File: src/rtl/data_mem_bridge_pkg.sv
// ============================================================================
// Module   : data_mem_bridge_pkg
// Purpose  : Shared state encoding and BRAM timing constants for the data
//            memory bridge.
// Revision : 1.0 - initial release
// ============================================================================
`default_nettype none

package data_mem_bridge_pkg;

    localparam int unsigned            c_STATE_W  = 1;
    localparam logic [c_STATE_W-1:0]   c_ST_CLEAR = 1'b0;
    localparam logic [c_STATE_W-1:0]   c_ST_RUN   = 1'b1;

    // Registered BRAM output: data for an access in cycle N appears in N+1.
    localparam int unsigned            c_BRAM_RD_LATENCY = 1;

    function automatic logic [31:0] word_to_byte_addr(input logic [31:0] word_idx);
        return {word_idx[29:0], 2'b00};
    endfunction

endpackage

`default_nettype wire

File: src/rtl/data_mem_bridge_clear_seq.sv
// ============================================================================
// Module   : mem_clear_seq
// Purpose  : Word-by-word zero-fill sweeper; runs from reset or a start pulse
//            through DEPTH words, one word per cycle.
// Revision : 1.0 - initial release
// ============================================================================
`default_nettype none

module mem_clear_seq #(
    parameter int unsigned DEPTH = 4096,
    parameter int unsigned IDX_W = $clog2(DEPTH)
) (
    input  logic             clk,
    input  logic             reset,
    input  logic             start,
    output logic             active,
    output logic [IDX_W-1:0] word_idx,
    output logic             done
);

    localparam logic [IDX_W-1:0] c_LAST_IDX = IDX_W'(DEPTH - 1);

    logic             r_active;
    logic [IDX_W-1:0] r_idx;
    logic             w_last;

    assign w_last   = r_active && (r_idx == c_LAST_IDX);
    assign active   = r_active;
    assign word_idx = r_idx;
    assign done     = w_last;

    always_ff @(posedge clk or posedge reset) begin
        if (reset) begin
            r_active <= 1'b1;
            r_idx    <= '0;
        end else if (start) begin
            r_active <= 1'b1;
            r_idx    <= '0;
        end else if (r_active) begin
            if (w_last) begin
                r_active <= 1'b0;
                r_idx    <= '0;
            end else begin
                r_idx <= r_idx + 1'b1;
            end
        end
    end

endmodule

`default_nettype wire

File: src/rtl/data_mem_bridge.sv
// ============================================================================
// Module   : data_mem_bridge
// Purpose  : Core data-port to BRAM port-B bridge with zero-fill on reset or
//            clear, out-of-range error responses and a tohost pass mailbox.
// Revision : 1.0 - initial release
// ============================================================================
`default_nettype none

module data_mem_bridge
    import data_mem_bridge_pkg::*;
#(
    parameter int unsigned MEM_DEPTH     = 4096,
    parameter logic [31:0] TOHOST_OFFSET = 32'h0000_3FFC
) (
    input  logic        clk,
    input  logic        reset,
    input  logic        clear_i,
    input  logic [31:0] mem_offset_i,
    input  logic [31:0] success_code_i,
    input  logic        data_req_i,
    input  logic [31:0] data_addr_i,
    input  logic        data_we_i,
    input  logic [3:0]  data_be_i,
    input  logic [31:0] data_wdata_i,
    output logic        data_gnt_o,
    output logic        data_rvalid_o,
    output logic [31:0] data_rdata_o,
    output logic        data_err_o,
    output logic        data_mem_clkb,
    output logic        data_mem_enb,
    output logic        data_mem_rstb,
    output logic [3:0]  data_mem_web,
    output logic [31:0] data_mem_addrb,
    output logic [31:0] data_mem_dinb,
    input  logic [31:0] data_mem_doutb,
    input  logic        data_mem_rstb_busy,
    output logic        busy_o,
    output logic        stop_o
);

    localparam int unsigned c_IDX_W     = $clog2(MEM_DEPTH);
    localparam logic [32:0] c_MEM_BYTES = 33'(MEM_DEPTH) << 2;

    generate
        if (c_BRAM_RD_LATENCY != 1) begin : g_latency_guard
            $error("data_mem_bridge response path assumes a 1-cycle BRAM read latency");
        end
    endgenerate

    logic [c_STATE_W-1:0] r_state;
    logic                 r_rvalid;
    logic                 r_err;
    logic                 r_stop;

    logic                 w_clr_active;
    logic                 w_clr_done;
    logic [c_IDX_W-1:0]   w_clr_idx;
    logic [31:0]          w_local;
    logic                 w_in_range;
    logic                 w_gnt;
    logic                 w_tohost_hit;
    logic                 w_unused_rstb_busy;

    assign w_unused_rstb_busy = data_mem_rstb_busy;

    mem_clear_seq #(
        .DEPTH (MEM_DEPTH),
        .IDX_W (c_IDX_W)
    ) u_clear_seq (
        .clk      (clk),
        .reset    (reset),
        .start    (clear_i),
        .active   (w_clr_active),
        .word_idx (w_clr_idx),
        .done     (w_clr_done)
    );

    // Wrap-around subtraction makes addresses below the offset huge, so a
    // single unsigned compare rejects both sides of the window.
    assign w_local    = data_addr_i - mem_offset_i;
    assign w_in_range = ({1'b0, w_local} < c_MEM_BYTES);
    assign w_gnt      = data_req_i && (r_state == c_ST_RUN) && !clear_i;

    assign w_tohost_hit = w_gnt && w_in_range && data_we_i
                          && (w_local[31:2] == TOHOST_OFFSET[31:2])
                          && (data_be_i == 4'hF)
                          && (data_wdata_i == success_code_i);

    always_comb begin
        data_mem_enb   = 1'b0;
        data_mem_web   = 4'h0;
        data_mem_addrb = 32'h0;
        data_mem_dinb  = 32'h0;
        if (w_clr_active) begin
            data_mem_enb   = 1'b1;
            data_mem_web   = 4'hF;
            data_mem_addrb = word_to_byte_addr(32'(w_clr_idx));
        end else if (w_gnt && w_in_range) begin
            data_mem_enb   = 1'b1;
            data_mem_web   = data_we_i ? data_be_i : 4'h0;
            data_mem_addrb = {w_local[31:2], 2'b00};
            data_mem_dinb  = data_wdata_i;
        end
    end

    always_ff @(posedge clk or posedge reset) begin
        if (reset) begin
            r_state <= c_ST_CLEAR;
        end else if (clear_i) begin
            r_state <= c_ST_CLEAR;
        end else if ((r_state == c_ST_CLEAR) && w_clr_done) begin
            r_state <= c_ST_RUN;
        end
    end

    // A response launched before clear_i still drains: it only depends on w_gnt.
    always_ff @(posedge clk or posedge reset) begin
        if (reset) begin
            r_rvalid <= 1'b0;
            r_err    <= 1'b0;
            r_stop   <= 1'b0;
        end else begin
            r_rvalid <= w_gnt;
            r_err    <= w_gnt && !w_in_range;
            if (w_tohost_hit) begin
                r_stop <= 1'b1;
            end
        end
    end

    assign data_gnt_o    = w_gnt;
    assign data_rvalid_o = r_rvalid;
    assign data_err_o    = r_err;
    assign data_rdata_o  = (r_rvalid && !r_err) ? data_mem_doutb : 32'h0;
    assign data_mem_clkb = clk;
    assign data_mem_rstb = 1'b0;
    assign busy_o        = (r_state == c_ST_CLEAR);
    assign stop_o        = r_stop;

endmodule

`default_nettype wire
File: config.mk
export PLATFORM = sky130hd
export DESIGN_NAME = data_mem_bridge
export DESIGN_NICKNAME = d
export VERILOG_FILES = /design/src/rtl/data_mem_bridge_pkg.sv /design/src/rtl/data_mem_bridge_clear_seq.sv /design/src/rtl/data_mem_bridge.sv
export SDC_FILE = /design/constraint.sdc
export NUM_CORES = 1
export LEC_CHECK = 0
export ABC_AREA = 1
export BUFFER_PORTS_ARGS = -buffer_cell sky130_fd_sc_hd__buf_2
export CORE_MARGIN = 1
export CORE_UTILIZATION = 40
export DETAILED_ROUTE_END_ITERATION = 8
export PLACE_DENSITY = 0.73
export SLEW_MARGIN = 20
export SYNTH_ARGS = -nofsm -noshare
export SYNTH_HDL_FRONTEND = slang
export SYNTH_HIERARCHICAL = 1
export SYNTH_SLANG_ARGS = --single-unit
File: constraint.sdc
create_clock -name clk -period 4.5 [get_ports clk]
set_clock_uncertainty 0.1 [all_clocks]
set_input_delay 0.225 -clock clk [delete_from_list [all_inputs] [get_ports clk]]
set_output_delay 0.225 -clock clk [all_outputs]
set_load 0.1 [all_outputs]
==> reports/results.txt <==
The initialized floorplan defines 40 standard-cell rows. TritonCTS built the clock tree. Along the worst path, the maximum fanout reaches 32. The cell depth of the worst setup path is 19, and the number of buffers added for setup after CTS is 0.

Counting both buffers and inverters, the worst setup path holds a total of 4. For the pin with the worst max-slew slack, the measured transition is 990.7 ps. The number of ports placed on the die boundary was 278. Headroom to the max-slew limit came out at 33.79%. The number of hold-repair buffers added at the cts stage came out at 1.

Endpoint type of the worst setup path: a primary output. For the number of cells produced by synthesis, the log shows 970. The tools report the start point of the critical path as mem_offset_i[11].

In the post-route analysis, the smallest setup slack over all paths is 830.0 ps. Pre-CTS worst setup slack: 824.8 ps. At the worst endpoint, the required time is 4180 ps. Across all register-to-register paths, the minimum setup slack is 2910 ps. The chip height works out to 113.9 um. Traced cell by cell, the critical path runs through buf_2 > inv_1 > ha_1 > nand2_1 > inv_1 > nand2_1 > nand2_1 > a21oi_1 > nand2_1 > nand2_1 > nand2_1 > nand2_1 > nand2_1 > nor2_1 > nand4_1 > nor2_4 > nand3_4 > nor2_2 > buf_2.

The detail route stage leaves a number of antenna-violating nets equal to 0. After legalization and detailed placement, the total HPWL measured 15.43 mm. The area growth from synthesis to layout is 30.15%.

The class of the most critical hold timing path is in -> reg. Derived from the worst setup path, the maximum achievable clock frequency is 0.2725 GHz. The tools report the capturing point of the worst reg2reg path as u_clear_seq/word_idx[9].

The run finished with clean final reports. The worst reg2reg path depth works out to 6. The first global-routing pass estimated 26.74 mm of wire.

The number of max-slew violations in the final report was 0. The Yosys step of the flow raised 6 warnings. After floorplanning, the core was sized to cover 0.01211 mm^2. After synthesis the cells add up to 0.005012 mm^2. The tools report the startpoint of the worst-slack reg-to-reg timing path as u_clear_seq/active.

In the routed layout, each cell is associated on average with a via count of 4.538. For this design the ratio of total power to cell area is 174.1 mW/mm^2. Setup repair after global routing left no endpoint under its margin. The cell family with the largest share of critical-path delay is simple AND/OR/NAND/NOR gates. In this run the horizontal extent of the chip is 113.9 um. Number of search-and-repair iterations in the first detailed-routing pass: 7. The final hold violation count is 0, and the initial antenna violation count is 1.

For this run, the register share of the synthesized area comes to 8.512%. Across the whole layout, storage elements account for 426.7 um^2. The source-to-sink clock delay at the later pin of the worst-skew pair was 360 ps; the largest incremental delay on the critical path was 450 ps. The logs give 0 for the number of max-cap violations and 25.97% for the total global routing track utilization.

The tools report the termination of the worst setup path as data_mem_dinb[27]. The floorplan step defined a die boundary enclosing 0.01298 mm^2. After clock tree synthesis, the clock-pin slew on the worst setup and hold paths is 50 ps. In this run, synthesis produced a sequential element count of 17. The number of gates resized after CTS was 0. VDD sags by at most 0.1344 mV.

The synthesized area per cell works out to 5.167 um^2. The via count is 6,313, and the final wirelength is 17.52 mm. Cell type with the highest occurrence count on the critical path: sky130_fd_sc_hd__nand2_1. The power consumption came out at 1136 uW.

Synthesis instantiated 34 different standard cells from the library. Entering global routing, the biggest net connects 33 pins. The number of cells traversed by the worst hold path was 2.

The critical path is of the in -> out type. The quantity of I/O buffers inserted on ports was 255; the average wire length per cell after detail routing was 12.59 um. The first routing iteration left 359 violations.

The via count of the first global-routing pass came out at 5,698. The run gives 0.8996 as the last weighted congestion value of the routability-driven placer. The global route total overflow is 0. The net count of the finished layout is 1,424. Setup total negative slack on the finished layout was measured at 0 ps. The slowest stage of the critical path belongs to the cell sky130_fd_sc_hd__buf_2.

Setup violations remaining at the end of the flow were counted as 0. The tools report the count of unresolved DRC violations after routing as 0. The kind of start point of the critical path was an input port. The leakage power figure is 0.004345 uW. After layout, the minimum clock period comes to 3670 ps. The area occupied by multi-input gates is 0.003523 mm^2, and the data arrival time of the worst path is 3340 ps. Of the cells placed in the final design, the portion with a size suffix greater than 1 is 26.51%. The initial utilization of the core area, before any placement, comes to 41.38%.

The layout filler cell count was 1,332. The post-route fraction of the period consumed by the critical path works out to 81.55%.
[worst min path at each step]
stage,startpoint,end,slack (ps)
after floorplan,reset,data_err_o,-110
after global placement,reset,stop_o,20
after detailed placement,reset,stop_o,20
after CTS,clear_i,r_state,20
after global routing,clear_i,r_state,30
final,clear_i,r_state,30
[registers in the layout (all words and copies together), names as in the netlist]
| name | cells |
|---|---|
| r_state | 1 |
| data_rvalid_o | 1 |
| u_clear_seq/word_idx | 12 |
| stop_o | 1 |
| data_err_o | 1 |
| u_clear_seq/active | 1 |
[logic make-up (layout without fill, tap and decap cells)]
| family | after synthesis | count (layout) | synth area share, % |
|---|---|---|---|
| adder cells (fa/ha/maj) | 31 | 31 | 7.738 |
| flip-flops | 17 | 17 | 8.512 |
| XOR/XNOR | 39 | 39 | 6.815 |
| other | 1 | 22 | 0.07482 |
| AO/OA/AOI/OAI | 41 | 41 | 4.768 |
| AND/OR/NAND/NOR | 567 | 567 | 49.40 |
| buffers and inverters | 274 | 506 | 22.69 |
[Yosys cell counts]
cell type	instances	area share, %
sky130_fd_sc_hd__o21a_1	1	0.15
sky130_fd_sc_hd__nand3_4	1	0.35
sky130_fd_sc_hd__nor3_1	7	0.70
sky130_fd_sc_hd__nor2_1	100	7.5
sky130_fd_sc_hd__buf_4	23	3.4
sky130_fd_sc_hd__xnor2_1	23	4.0
sky130_fd_sc_hd__o22ai_1	3	0.37
sky130_fd_sc_hd__o21ai_0	7	0.70
sky130_fd_sc_hd__inv_2	1	0.075
sky130_fd_sc_hd__nand2_2	4	0.50
sky130_fd_sc_hd__nor2_4	2	0.45
sky130_fd_sc_hd__nor2_2	41	5.1
sky130_fd_sc_hd__conb_1	1	0.075
sky130_fd_sc_hd__dfstp_2	1	0.52
sky130_fd_sc_hd__o21ai_4	1	0.32
sky130_fd_sc_hd__o21bai_1	5	0.75
sky130_fd_sc_hd__ha_1	31	7.7
sky130_fd_sc_hd__nand2_1	325	24
sky130_fd_sc_hd__nand3b_1	5	0.75
sky130_fd_sc_hd__inv_1	239	18
sky130_fd_sc_hd__nand4_1	33	4.1
sky130_fd_sc_hd__or2_2	4	0.50
sky130_fd_sc_hd__a22o_1	1	0.17
sky130_fd_sc_hd__xor2_1	16	2.8
sky130_fd_sc_hd__nand3_1	36	3.6
sky130_fd_sc_hd__nand3_2	2	0.40
sky130_fd_sc_hd__buf_6	3	0.67
sky130_fd_sc_hd__dfrtp_1	16	8.0
sky130_fd_sc_hd__nor3_2	3	0.60
sky130_fd_sc_hd__a21oi_1	23	2.3
sky130_fd_sc_hd__and2_1	3	0.37
sky130_fd_sc_hd__clkinv_1	1	0.075
sky130_fd_sc_hd__nor4_1	1	0.12
sky130_fd_sc_hd__clkbuf_1	7	0.52
[area by class of cell]
cell class                      count  area share (%)
Antenna cell                        1         0.03836
Clock buffer                        7           2.378
Clock inverter                      1         0.07672
Inverter                          241           13.87
Multi-Input combinational cell    699           54.01
Sequential cell                    17           6.540
Tap cell                          168           3.222
Timing Repair Buffer              257           19.87
[metal layers]
metal | wire length [um] | track usage (%)
met5 | 18 | 0
met4 | 455 | 7.706
met3 | 985 | 4.038
met2 | 8775 | 50.02
met1 | 7284 | 29.02
[per-stage QoR]
stage | util (%) | area, um^2 | hold slack, ps | std cells
floorplan | - | 5087 | -108.9 | 990
global placement | 52.48 | 6356 | 17.57 | 1382
detailed placement | 52.48 | 6356 | 19.70 | 1382
CTS | 53.84 | 6521 | 16.31 | 1390
global route | 53.84 | 6521 | 33.00 | 1390
finish | 53.86 | 6524 | 26.62 | 1391
[placed cells by master, fill, tap and decap left out, types with 2 or more instances in the layout]
cell,count
sky130_fd_sc_hd__xor2_1,16
sky130_fd_sc_hd__nand4_1,33
sky130_fd_sc_hd__conb_1,21
sky130_fd_sc_hd__dfrtp_1,16
sky130_fd_sc_hd__nand2_1,325
sky130_fd_sc_hd__o21bai_1,5
sky130_fd_sc_hd__inv_1,239
sky130_fd_sc_hd__nand3b_1,5
sky130_fd_sc_hd__xnor2_1,23
sky130_fd_sc_hd__nor3_1,7
sky130_fd_sc_hd__nand3_2,2
sky130_fd_sc_hd__nand3_1,36
sky130_fd_sc_hd__o21ai_0,7
sky130_fd_sc_hd__nand2_2,4
sky130_fd_sc_hd__nor2_1,100
sky130_fd_sc_hd__and2_1,3
sky130_fd_sc_hd__buf_2,255
sky130_fd_sc_hd__ha_1,31
sky130_fd_sc_hd__nor2_2,41
sky130_fd_sc_hd__buf_4,2
sky130_fd_sc_hd__nor3_2,3
sky130_fd_sc_hd__or2_2,4
sky130_fd_sc_hd__a21oi_1,23
sky130_fd_sc_hd__clkbuf_16,6
sky130_fd_sc_hd__o22ai_1,3
sky130_fd_sc_hd__nor2_4,2
[power by group]
part | internal, uW | total, uW | switching [uW]
clock | 238 | 389 | 151
combinational | 198 | 588 | 391
sequential | 155 | 158 | 3.13
total | 591 | 1140 | 545
Power figures use the tool's default switching activity.
